===== src/rtl/bcd_subtractor_serial.sv =====
// bcd_subtractor_serial: digit-serial packed-BCD subtractor, a - b as magnitude plus sign
// Ports: clk, rst (sync, active-high); start, a, b (NDIG-digit packed BCD, digit 0 in [3:0]);
//        busy (operation running), done (1-cycle result pulse), diff (BCD magnitude),
//        neg (a < b), err (invalid-digit flag).
// Optional: define BCD_INVALID_CHECK_EN to reject operands with nibbles above 9 (err=1);
//           otherwise err is tied low.
module bcd_subtractor_serial #(
  parameter int NDIG = 2
) (
  input  logic                clk,
  input  logic                rst,
  input  logic                start,
  input  logic [4*NDIG-1:0]   a,
  input  logic [4*NDIG-1:0]   b,
  output logic                busy,
  output logic                done,
  output logic [4*NDIG-1:0]   diff,
  output logic                neg,
  output logic                err
);
  localparam int W = 4 * NDIG;
  localparam int IW = NDIG > 1 ? $clog2(NDIG) : 1;
  localparam logic [IW-1:0] LAST = IW'(NDIG - 1);
  localparam logic [1:0] IDLE = 2'd0, SUB = 2'd1, COMP = 2'd2, DONE = 2'd3;
  logic [1:0] state;
  logic [IW-1:0] idx;
  logic borrow, bn, last;
  logic [W-1:0] ra, rb, r, r_nxt;
  logic [3:0] x, y, res;
  logic [4:0] t;
  assign busy = state == SUB || state == COMP;
  assign done = state == DONE;
  assign last = idx == LAST;
  // COMP reuses the SUB digit path as 0 - r_i - borrow to form the ten's complement
  always_comb begin
    x = state == SUB ? ra[idx*4 +: 4] : 4'd0;
    y = state == SUB ? rb[idx*4 +: 4] : r[idx*4 +: 4];
    t = {1'b0, x} - {1'b0, y} - {4'd0, borrow};
    bn = t[4];
    res = bn ? t[3:0] + 4'd10 : t[3:0];
    r_nxt = r;
    r_nxt[idx*4 +: 4] = res;
  end
`ifdef BCD_INVALID_CHECK_EN
  logic bad, err_q;
  assign err = err_q;
  always_comb begin
    bad = 1'b0;
    for (int j = 0; j < NDIG; j++) bad = bad | (a[j*4 +: 4] > 4'd9) | (b[j*4 +: 4] > 4'd9);
  end
`else
  assign err = 1'b0;
`endif
  always_ff @(posedge clk) begin
    if (rst) begin
      state <= IDLE;
      idx <= '0;
      borrow <= 1'b0;
      diff <= '0;
      neg <= 1'b0;
      ra <= '0;
      rb <= '0;
      r <= '0;
`ifdef BCD_INVALID_CHECK_EN
      err_q <= 1'b0;
`endif
    end else begin
      case (state)
        SUB, COMP: begin
          r <= r_nxt;
          idx <= last ? '0 : idx + 1'b1;
          borrow <= last ? 1'b0 : bn;
          if (last) begin
            if (state == SUB && bn) state <= COMP;
            else begin
              diff <= r_nxt;
              neg <= state == COMP;
              state <= DONE;
            end
          end
        end
        default: begin
          if (start) begin
            ra <= a;
            rb <= b;
            idx <= '0;
            borrow <= 1'b0;
            diff <= '0;
            neg <= 1'b0;
            state <= SUB;
`ifdef BCD_INVALID_CHECK_EN
            err_q <= bad;
            if (bad) state <= DONE;
`endif
          end else state <= IDLE;
        end
      endcase
    end
  end
endmodule


===== config.mk =====
export PLATFORM = sky130hd
export DESIGN_NAME = bcd_subtractor_serial
export DESIGN_NICKNAME = d
export VERILOG_FILES = /design/src/rtl/bcd_subtractor_serial.sv
export SDC_FILE = /design/constraint.sdc
export NUM_CORES = 1
export LEC_CHECK = 0
export CORE_ASPECT_RATIO = 0.75
export CORE_UTILIZATION = 56
export DETAILED_ROUTE_END_ITERATION = 6
export GPL_ROUTABILITY_DRIVEN = 0
export HOLD_SLACK_MARGIN = 0.02
export PLACE_DENSITY = 0.92
export SYNTH_ARGS = -nofsm -noshare
export SYNTH_HDL_FRONTEND = slang
export SYNTH_SLANG_ARGS = --single-unit
export TNS_END_PERCENT = 1

===== constraint.sdc =====
create_clock -name clk -period 5.2 [get_ports clk]
set_clock_uncertainty 0.1 [all_clocks]
set_input_delay 1.3 -clock clk [delete_from_list [all_inputs] [get_ports clk]]
set_output_delay 1.3 -clock clk [all_outputs]
set_load 0.01 [all_outputs]

# Word-level counts from Yosys, hierarchy flattened
# Index checks and enable logic that the tools add are counted.
dict set report op_classes {
  n_bitwise 1
  reduce_logical 6
  n_mux 20
  n_addsub 5
  n_eq_ne 5
  shifts 5
}
# op n
set ops {}
lappend ops {{$neg A3 Y34} 1}
lappend ops {{$shift A4 B34 Y8 const A} 1}
lappend ops {{$shiftx A4 B34 Y8} 1}
lappend ops {{$mux W8} 4}
lappend ops {{$shiftx A8 B4 Y4} 3}
lappend ops {{$mux W4} 3}
lappend ops {{$mux W1} 10}
lappend ops {{$bwmux W8} 1}
lappend ops {{$sub A4 B4 Y5} 1}
lappend ops {{$sub A5 B1 Y5} 1}
lappend ops {{$add A4 B4 Y4 const B} 1}
lappend ops {{$eq A2 B2 Y1 const B} 2}
lappend ops {{$mux W2} 2}
lappend ops {{$ne A2 B2 Y1 const B} 2}
lappend ops {{$reduce_and A3 Y1} 1}
lappend ops {{$eq A2 B1 Y1 const B} 1}
lappend ops {{$reduce_and A2 Y1} 1}
lappend ops {{$reduce_bool A2 Y1} 1}
lappend ops {{$reduce_or A2 Y1} 1}
lappend ops {{$add A1 B1 Y1 const B} 1}
lappend ops {{$logic_and A1 B1 Y1} 1}
lappend ops {{$logic_or A1 B1 Y1} 1}
lappend ops {{$not A1 Y1} 1}
dict set report totals {
  elab_cells 50
  inputBits 19
  ff_bits 37
}

# Logic depth before layout (Yosys ltp)
# Gate-level depths: netlist of the first run.
dict set report depth {
  ltp_word 11
  depth_mapped 13
  mapped_depth_nobuf 11
}

# Worst setup path before layout of the first run
# No wires, ideal clock.
dict set report synth_path {
  path_type {register -> register}
  from {register idx}
  to {register r[3]}
  synth_period_minus_slack_ps 3387
  arrival_time_ps 3202
  path_slack_ps 1813
  path_stages_with_launch 11
  required_ps 5014
  setup_time_ps 86
  n_path_buf 2
  path_cell_list {dfxtp_1 > clkbuf_1 > clkbuf_1 > mux4_2 > fa_1 > inv_1 > fa_1 > ha_1 > a21oi_2 > xnor3_1 > a211oi_1}
}
dict set report synth_between {
  elab_chain_len 8
  elab_cells_between_ends 13
  cone_classes {add/sub: 4; shift: 5; mux: 4}
}
# item line_no
set synth_lines {}
lappend synth_lines {{start: declaration} 26} ;# logic [IW-1:0] idx;
lappend synth_lines {{start signal: assignment} 71} ;# idx <= last ? '0 : idx + 1'b1;
lappend synth_lines {{$shiftx A8 B4 Y4 (on tied branches)} {36, 37}}
lappend synth_lines {{$mux W4 (on tied branches)} {36, 37}}
lappend synth_lines {{$sub A4 B4 Y5} 38} ;# t = {1'b0, x} - {1'b0, y} - {4'd0, borrow};
lappend synth_lines {{$sub A5 B1 Y5} 38}
lappend synth_lines {{$add A4 B4 Y4} 40} ;# res = bn ? t[3:0] + 4'd10 : t[3:0];
lappend synth_lines {{$mux W4} 40}
lappend synth_lines {{$shiftx A4 B34 Y8} 42} ;# r_nxt[idx*4 +: 4] = res;
lappend synth_lines {{$bwmux W8 (*)} 42}
lappend synth_lines {{end signal: assignment} 70} ;# r <= r_nxt;
lappend synth_lines {{end: declaration} 28} ;# logic [W-1:0] ra, rb, r, r_nxt;
# Mark *: on every way between the ends. The rest lies on a longest branch, timed or not.
# A chain may end at the register's enable or synchronous reset.

# Worst setup path after layout of the first run
dict set report layout_path {
  from {register idx}
  to {register diff[1]}
}
dict set report layout_between {
  elab_chain_len 11
  elab_cells_between_ends 20
  cone_classes {add/sub: 4; eq/ne: 2; shift: 5; mux: 7; reduce/logical: 2}
}
# item line_no
set layout_lines {}
lappend layout_lines {{$shiftx A8 B4 Y4 (on tied branches)} {36, 37}}
lappend layout_lines {{$mux W4 (on tied branches)} {36, 37}}
lappend layout_lines {{$sub A4 B4 Y5} 38}
lappend layout_lines {{$sub A5 B1 Y5} 38}
lappend layout_lines {{$add A4 B4 Y4} 40}
lappend layout_lines {{$mux W4} 40}
lappend layout_lines {{$shiftx A4 B34 Y8} 42}
lappend layout_lines {{$bwmux W8} 42}
lappend layout_lines {{$mux W8} 74} ;# if (state == SUB && bn) state <= COMP;
lappend layout_lines {{$mux W8} 73} ;# if (last) begin
lappend layout_lines {{$mux W8} 68} ;# case (state)
lappend layout_lines {{end signal: assignment} 76} ;# diff <= r_nxt;
lappend layout_lines {{end: declaration} 17} ;# output logic [4*NDIG-1:0] diff,
# Several ways; a longest one is shown, not always the timed one. The select of a mux whose other input is x is not followed.

==> results.py, run 1 <==
metrics = {
    "clocking": {
        "htreeDepth": 2,
        "cts_sinks": 37,
        "post_cts_resized": 0,
        "cts-hold-fix-buffers": 0,
        "cts_buffer_depth": 2,
        "worstSkewPairLatency_ns": 0.28,
        "cts_root_buffer": "clkbuf_8",
        "clk_pin_slew_worst_paths_ns": 0.07,
        "cts_setup_buffers": 0,
        "cts_buffers": 5,
        "cts_tree": "built",
    },
    "timing": {
        "tns_ns": 0,
        "slew_viol_final": 0,
        "holdWs_ns": 0.357,
        "min_period_ns": 3.70,
        "period_share_pct": 71.2,
        "setup_viol": 0,
        "max-slew-margin-rel_pct": 37.1,
        "rsz0062_at_grt": "no",
        "tightestPinTransition_ns": 0.942,
        "hold_viol": 0,
        "fmax_mhz": 270,
    },
    "logic_synthesis": {
        "ys_seq_elements": 37,
        "synthMuxAreaShare_pct": 7.33,
        "syn_nets": 241,
        "yosysWarningCount": 0,
        "avgSynthCellArea_sq_um": 8.61,
        "synthXorXnorAreaFrac_pct": 3.02,
        "synth-compound-area-share_pct": 18.9,
        "synth_area_sq_mm": 0.00183,
        "ys_seq_area_share_pct": 40.6,
        "synth-simple-area-share_pct": 17.3,
        "synth_top_family_by_area": "compound AO/OA/AOI/OAI gates",
        "synth_cells": 212,
        "synth.distinct_cells": 37,
        "yosys.area_share.adder_pct": 7.68,
    },
    "die": {
        "core_sq_mm": 0.00302,
        "row_count": 17,
        "io_pins": 31,
        "die_h_um": 51.4,
        "start_util_pct": 60.4,
        "die_w_um": 67.9,
        "dieArea_sq_mm": 0.00349,
    },
    "routing": {
        "drtIter0Drc": 155,
        "num_vias": 1593,
        "final_antenna_net_count": 0,
        "drtPass1Iterations": 4,
        "drc": 0,
        "wl_per_cell_um": 14.6,
        "viasPerCell": 5.81,
        "wl_um": 4000,
    },
    "cells_and_area": {
        "drive_above_1_share_pct": 8.47,
        "area_growth_pct": 20.3,
        "diodes": 0,
        "layout.nets": 264,
    },
    "global_routing": {
        "grt_pass1_vias": 1450,
        "grt_overflow": 0,
        "grt_pass1_wl_um": 6780,
        "antenna_found_initial": 0,
        "grt_usage_pct": 26.4,
        "grt_max_degree": 24,
    },
    "run": {
        "maxCapViolations": 0,
    },
    "power_and_ir_drop": {
        "peakVddDrop_v": 0.000356,
        "comb_power_share_pct": 55.9,
        "clkPwrFrac_pct": 14.6,
        "p_sw_uw": 537,
        "switching_share_pct": 41.5,
        "p_int_uw": 758,
        "power-per-cell-area_mw_per_mm2": 590,
        "p_leak_uw": 0.000821,
        "seq_power_share_pct": 29.5,
    },
    "setup_path": {
        "slowest_delay_ns": 0.72,
        "crit_path_end_kind": "register",
        "arrival_ns": 3.82,
        "path_class": "reg2reg",
        "critPathRequiredTime_ns": 5.32,
        "startpoint": "idx",
        "r2r-start": "idx",
        "path_cells": "mux2_2 > nand2_1 > fa_1 > inv_1 > fa_1 > nand2b_4 > a211o_1 > a21oi_1 > o21ai_0 > a21oi_1",
        "crit_path_max_fanout": 15,
        "critPathSlowestCell": "dfxtp_1",
        "startpoint_type": "register",
    },
    "hold_path": {
        "hold_path.class": "reg2reg",
        "min-delay-start": "ra[1]",
    },
    "placed_design": {
        "portBuffers": 29,
        "dpl.hpwl_um": 2760,
    },
    "outcome": {
        "outcome": "finished clean",
    },
}
[layout by cell type, fill, tap and decap left out, types with 5 or more instances in the layout]
cell type	Yosys	routed
inv_1	9	9
dfxtp_1	37	37
clkbuf_8	0	5
a211oi_1	5	5
nor2_1	10	10
clkdlybuf4s50_1	0	29
o21ai_0	12	12
a21oi_1	32	32
ha_1	8	8
nand2_1	41	41
nand3_1	7	7
[worst max-delay path, delay by kind of cell (launching register included)]
kind,cells,cell delay [ns]
compound gates,4,1.48
fa+ha+maj,2,0.61
buf+inv,1,0.06
flops,1,0.72
mux,1,0.40
simple gates,2,0.26
[Yosys cell counts]
master,number,area [sq um]
a211o_1,2,17.5
clkbuf_1,11,41.3
nand3b_1,2,15.0
xor3_1,1,23.8
mux4_2,4,90.1
buf_4,1,7.51
a31oi_1,1,6.26
a211oi_1,5,37.5
o21ai_1,1,5.00
a21oi_2,1,8.76
and2_1,2,12.5
a31o_2,1,8.76
nor2b_1,3,18.8
a21o_2,1,8.76
ha_1,8,100
or3_1,2,12.5
a21oi_1,32,160
dfxtp_1,37,741
nor3_1,2,10.0
buf_1,1,3.75
xnor3_1,1,22.5
a21boi_0,1,7.51
o41ai_2,1,16.3
nor2_1,10,37.5
nand2_1,41,154
a2111oi_0,1,8.76
fa_1,2,40.0
xor2_1,1,8.76
inv_1,9,33.8
nand4_1,1,6.26
mux2_2,3,33.8
o21ai_0,12,60.1
nand2b_4,1,13.8
buf_2,1,5.00
conb_1,1,3.75
nand3_1,7,35.0
mux2i_1,1,10.0
[per-stage QoR]
step                utilization (%)  area, sq um  setup slack (ns)  total power [uW]  std cells
floorplan                         -         1830              1.81               933        212
global placement               70.0         2110              1.79              1070        266
detailed placement             70.0         2110              1.65              1080        266
CTS                            72.7         2200              1.55              1290        274
global route                   72.7         2200              1.19              1390        274
finish                         72.7         2200              1.50              1290        274
[power groups by stage]
| stage | combinational [uW] | sequential (uW) | clock, uW |
|---|---|---|---|
| final | 724 | 382 | 189 |
| after global routing | 793 | 389 | 203 |
| after CTS | 718 | 382 | 189 |
| after detailed placement | 694 | 388 | 0 |
| after global placement | 680 | 385 | 0 |
| after floorplan | 569 | 364 | 0 |
[per-layer routing]
metal  up-vias  GRT usage (%)  routed length (um)
li1        777              -                   -
met1       747           37.3                1790
met2        57           40.0                1870
met3        12           5.80                 254
met4         0           7.29                  80
met5         -              0                   0
[final timing paths]
check | to | slack (ns) | cells after the start
worst max-delay path | diff[1] | 1.50 | 10
worst min-delay path | ra[1] | 0.36 | 2
worst max register to register | diff[1] | 1.50 | 10
worst min register to register | ra[1] | 0.36 | 2
[registers in the layout, indices dropped and copies added, names as in the netlist]
signal  count
borrow      1
diff        8
idx         1
neg         1
r           8
ra          8
rb          8
state       2
[layout make-up]
type                            count  area [sq um]
Sequential cell                    37           741
Inverter                            9          33.8
Tap cell                           38          47.5
Clock buffer                        6          72.6
Multi-Input combinational cell    152           993
Timing Repair Buffer               30           298
Clock inverter                      2          10.0
Fill cell                         222           825
[cell families (layout without fill, tap and decap cells)]
family                   Yosys count  after routing
AND/OR/NAND/NOR                   71             71
AO/OA/AOI/OAI                     59             59
flip-flops                        37             37
buffers and inverters             23             47
adder cells (fa/ha/maj)           10             10
multiplexers                       8              8
XOR/XNOR                           3              3
other                              1              1
Note: power is estimated with default switching activity, not from simulation.
==> run 2: changes to the inputs <==
CORE_UTILIZATION = 47   (was 56)
PLACE_DENSITY = 0.83   (was 0.92)
clock period = 3.16 ns   (was 5.2 ns; I/O delays follow)
==> run 2 against run 1 <==
Fmax increased by 21%. Clock power grew to 2.5 times the previous value. Sequential power increased by 60%. Non-clock buffer count rose by 8. Combinational power grew 75%. Setup slack worse by 1.4 ns. Global-route usage fell by 5.9 points. Sequential share of layout area shrank 2.3 points. Count of clock-buffer cells in the layout down 1. Utilization down 8.7 points. Flip-flop and latch count stayed put. Via count shrank 3.3%. Largest cell class unchanged. Largest power group unchanged.
==> results.py, run 2 (synthesis gave the netlist of run 1 again) <==
metrics = {
    "outcome": {
        "outcome": "finished clean",
    },
    "setup_path": {
        "critPathSlowestCell": "mux4_2",
        "crit_family": "adder cells",
        "critPathRequiredTime_ns": 3.26,
        "slowest_delay_ns": 0.49,
        "startpoint_type": "register",
        "worstRegToRegCells": 9,
        "reg2reg_to": "r[7]",
        "cp_num_cells": 9,
        "worst-path-buf-inv": 1,
        "rrSetupSlack_ns": 0.11,
        "crit_path_end_kind": "register",
        "path_cells": "ha_4 > mux4_2 > ha_1 > inv_1 > ha_2 > a211o_1 > a21oi_2 > xnor3_2 > a211oi_1",
        "r2r-start": "state[0]",
        "path_class": "reg2reg",
        "arrival_ns": 3.15,
        "crit_path_max_fanout": 6,
        "startpoint": "state[0]",
        "cp-endpoint": "r[7]",
    },
    "power_and_ir_drop": {
        "p_sw_uw": 890,
        "peakVddDrop_v": 0.000555,
        "p_int_uw": 1470,
        "switching_share_pct": 37.7,
        "p_leak_uw": 0.000891,
        "total_power_uw": 2360,
        "clkPwrFrac_pct": 20.3,
        "comb_power_share_pct": 53.8,
        "seq_power_share_pct": 25.9,
        "power-per-cell-area_mw_per_mm2": 1000,
    },
    "die": {
        "die_w_um": 74.0,
        "dieArea_sq_mm": 0.00414,
        "die_h_um": 56.0,
        "io_pins": 31,
        "start_util_pct": 49.5,
        "core_sq_mm": 0.00368,
        "row_count": 19,
    },
    "clocking": {
        "cts_root_buffer": "clkbuf_8",
        "cts_tree": "built",
        "cts_sinks": 37,
        "worstSkewPairLatency_ns": 0.29,
        "htreeDepth": 2,
        "clk_pin_slew_worst_paths_ns": 0.07,
        "cts_buffer_depth": 2,
        "cts_buffers": 5,
    },
    "routing": {
        "viasPerCell": 5.21,
        "drc": 0,
        "num_vias": 1541,
        "final_antenna_net_count": 0,
        "drtPass1Iterations": 4,
        "drtIter0Drc": 56,
        "wl_um": 3850,
        "wl_per_cell_um": 13.0,
    },
    "cells_and_area": {
        "area_growth_pct": 29.3,
        "final_util_pct": 64.0,
        "final.fill_count": 316,
        "layout.nets": 272,
        "register_area_sq_um": 741,
        "final_common_cell": "nand2_1",
        "drive_above_1_share_pct": 13.5,
        "multi_input_area_sq_mm": 0.00102,
        "final_cell_mix": "41 x nand2_1, 37 x dfxtp_1, 32 x a21oi_1",
        "diodes": 0,
        "fin_cells": 296,
    },
    "global_routing": {
        "grt_use_met3_pct": 6.52,
        "grt_usage_pct": 20.5,
        "use_met2_pct": 28.7,
        "grt_pass1_wl_um": 6410,
        "antenna_found_initial": 0,
        "grt_max_degree": 23,
        "grt_pass1_vias": 1439,
        "grt_overflow": 0,
        "met1_usage_pct": 29.9,
        "grt-busiest-layer": "met1",
    },
    "run": {
        "maxCapViolations": 0,
    },
    "timing": {
        "period_share_pct": 96.5,
        "tightestPinTransition_ns": 0.734,
        "setup_viol": 0,
        "min_period_ns": 3.05,
        "hold_viol": 0,
        "max-slew-margin-rel_pct": 50.9,
        "fmax_mhz": 328,
        "setup_slack_ns": 0.112,
        "slew_viol_final": 0,
    },
    "placed_design": {
        "dpl.hpwl_um": 2850,
        "dp.cells": 288,
        "portBuffers": 29,
        "pre_cts_ws_ns": 0.0395,
    },
    "hold_path": {
        "hold_path.class": "reg2reg",
    },
}
## run 2: cell count changes in the layout (fill, tap and decap cells not counted), sizes merged
| cell | change |
|---|---|
| buf | +8 |
| clkinv | -1 |
| clkbuf | -1 |
| bufinv | +2 |
## run 2: final cells by class
cell class,count,share of cell area (%)
Timing Repair Buffer,38,15.7
Clock inverter,3,2.76
Clock buffer,5,2.92
Inverter,9,1.43
Tap cell,52,2.76
Sequential cell,37,31.4
Multi-Input combinational cell,152,43.1
## run 2: per-layer routing
| layer | up-vias | wire length, um |
|---|---|---|
| met5 | - | 0 |
| met3 | 8 | 171 |
| li1 | 789 | - |
| met4 | 0 | 51 |
| met2 | 33 | 1720 |
| met1 | 711 | 1900 |
## run 2: power groups by stage
| stage | Combinational, uW | Clock [uW] | Sequential (uW) |
|---|---|---|---|
| final | 1270 | 479 | 611 |
| after global routing | 1390 | 508 | 621 |
| after CTS | 1230 | 485 | 608 |
| after detailed placement | 1220 | 0 | 618 |
| after global placement | 1200 | 0 | 614 |
| after floorplan | 941 | 0 | 599 |
## run 2: worst min-delay path by stage
stage | slack (ns) | to | cells past startpoint | startpoint
4_1_cts | 0.36 | ra[0] | 2 | ra[0]
3_3_place_gp | 0.34 | ra[2] | 2 | ra[2]
3_5_place_dp | 0.35 | ra[0] | 2 | ra[0]
2_1_floorplan | 0.33 | ra[4] | 2 | ra[4]
6_report | 0.36 | ra[0] | 2 | ra[0]
5_1_grt | 0.38 | ra[6] | 2 | ra[6]
## run 2: through the flow
stage / instance area (sq um) / setup TNS [ns] / hold WS (ns)
6_report: 2360 / 0 / 0.355
5_1_grt: 2360 / -0.00143 / 0.376
4_1_cts: 2340 / 0 / 0.358
3_5_place_dp: 2200 / 0 / 0.348
3_3_place_gp: 2200 / 0 / 0.340
2_1_floorplan: 1830 / 0 / 0.333
## run 2: repair_timing
item / 4_1_cts / 5_1_grt
hold buffers: 0 / 0
gates resized for setup: 0 / 5
setup buffers: 0 / 0
endpoints found under the setup margin: 0 / 5
## run 2: worst register-to-register path: stages, from the launching register on
cell and delay (ns):
dfxtp_1 0.41, ha_4 0.19, mux4_2 0.49, ha_1 0.30, inv_1 0.08, ha_2 0.31
a211o_1 0.31, a21oi_2 0.16, xnor3_2 0.38, a211oi_1 0.23
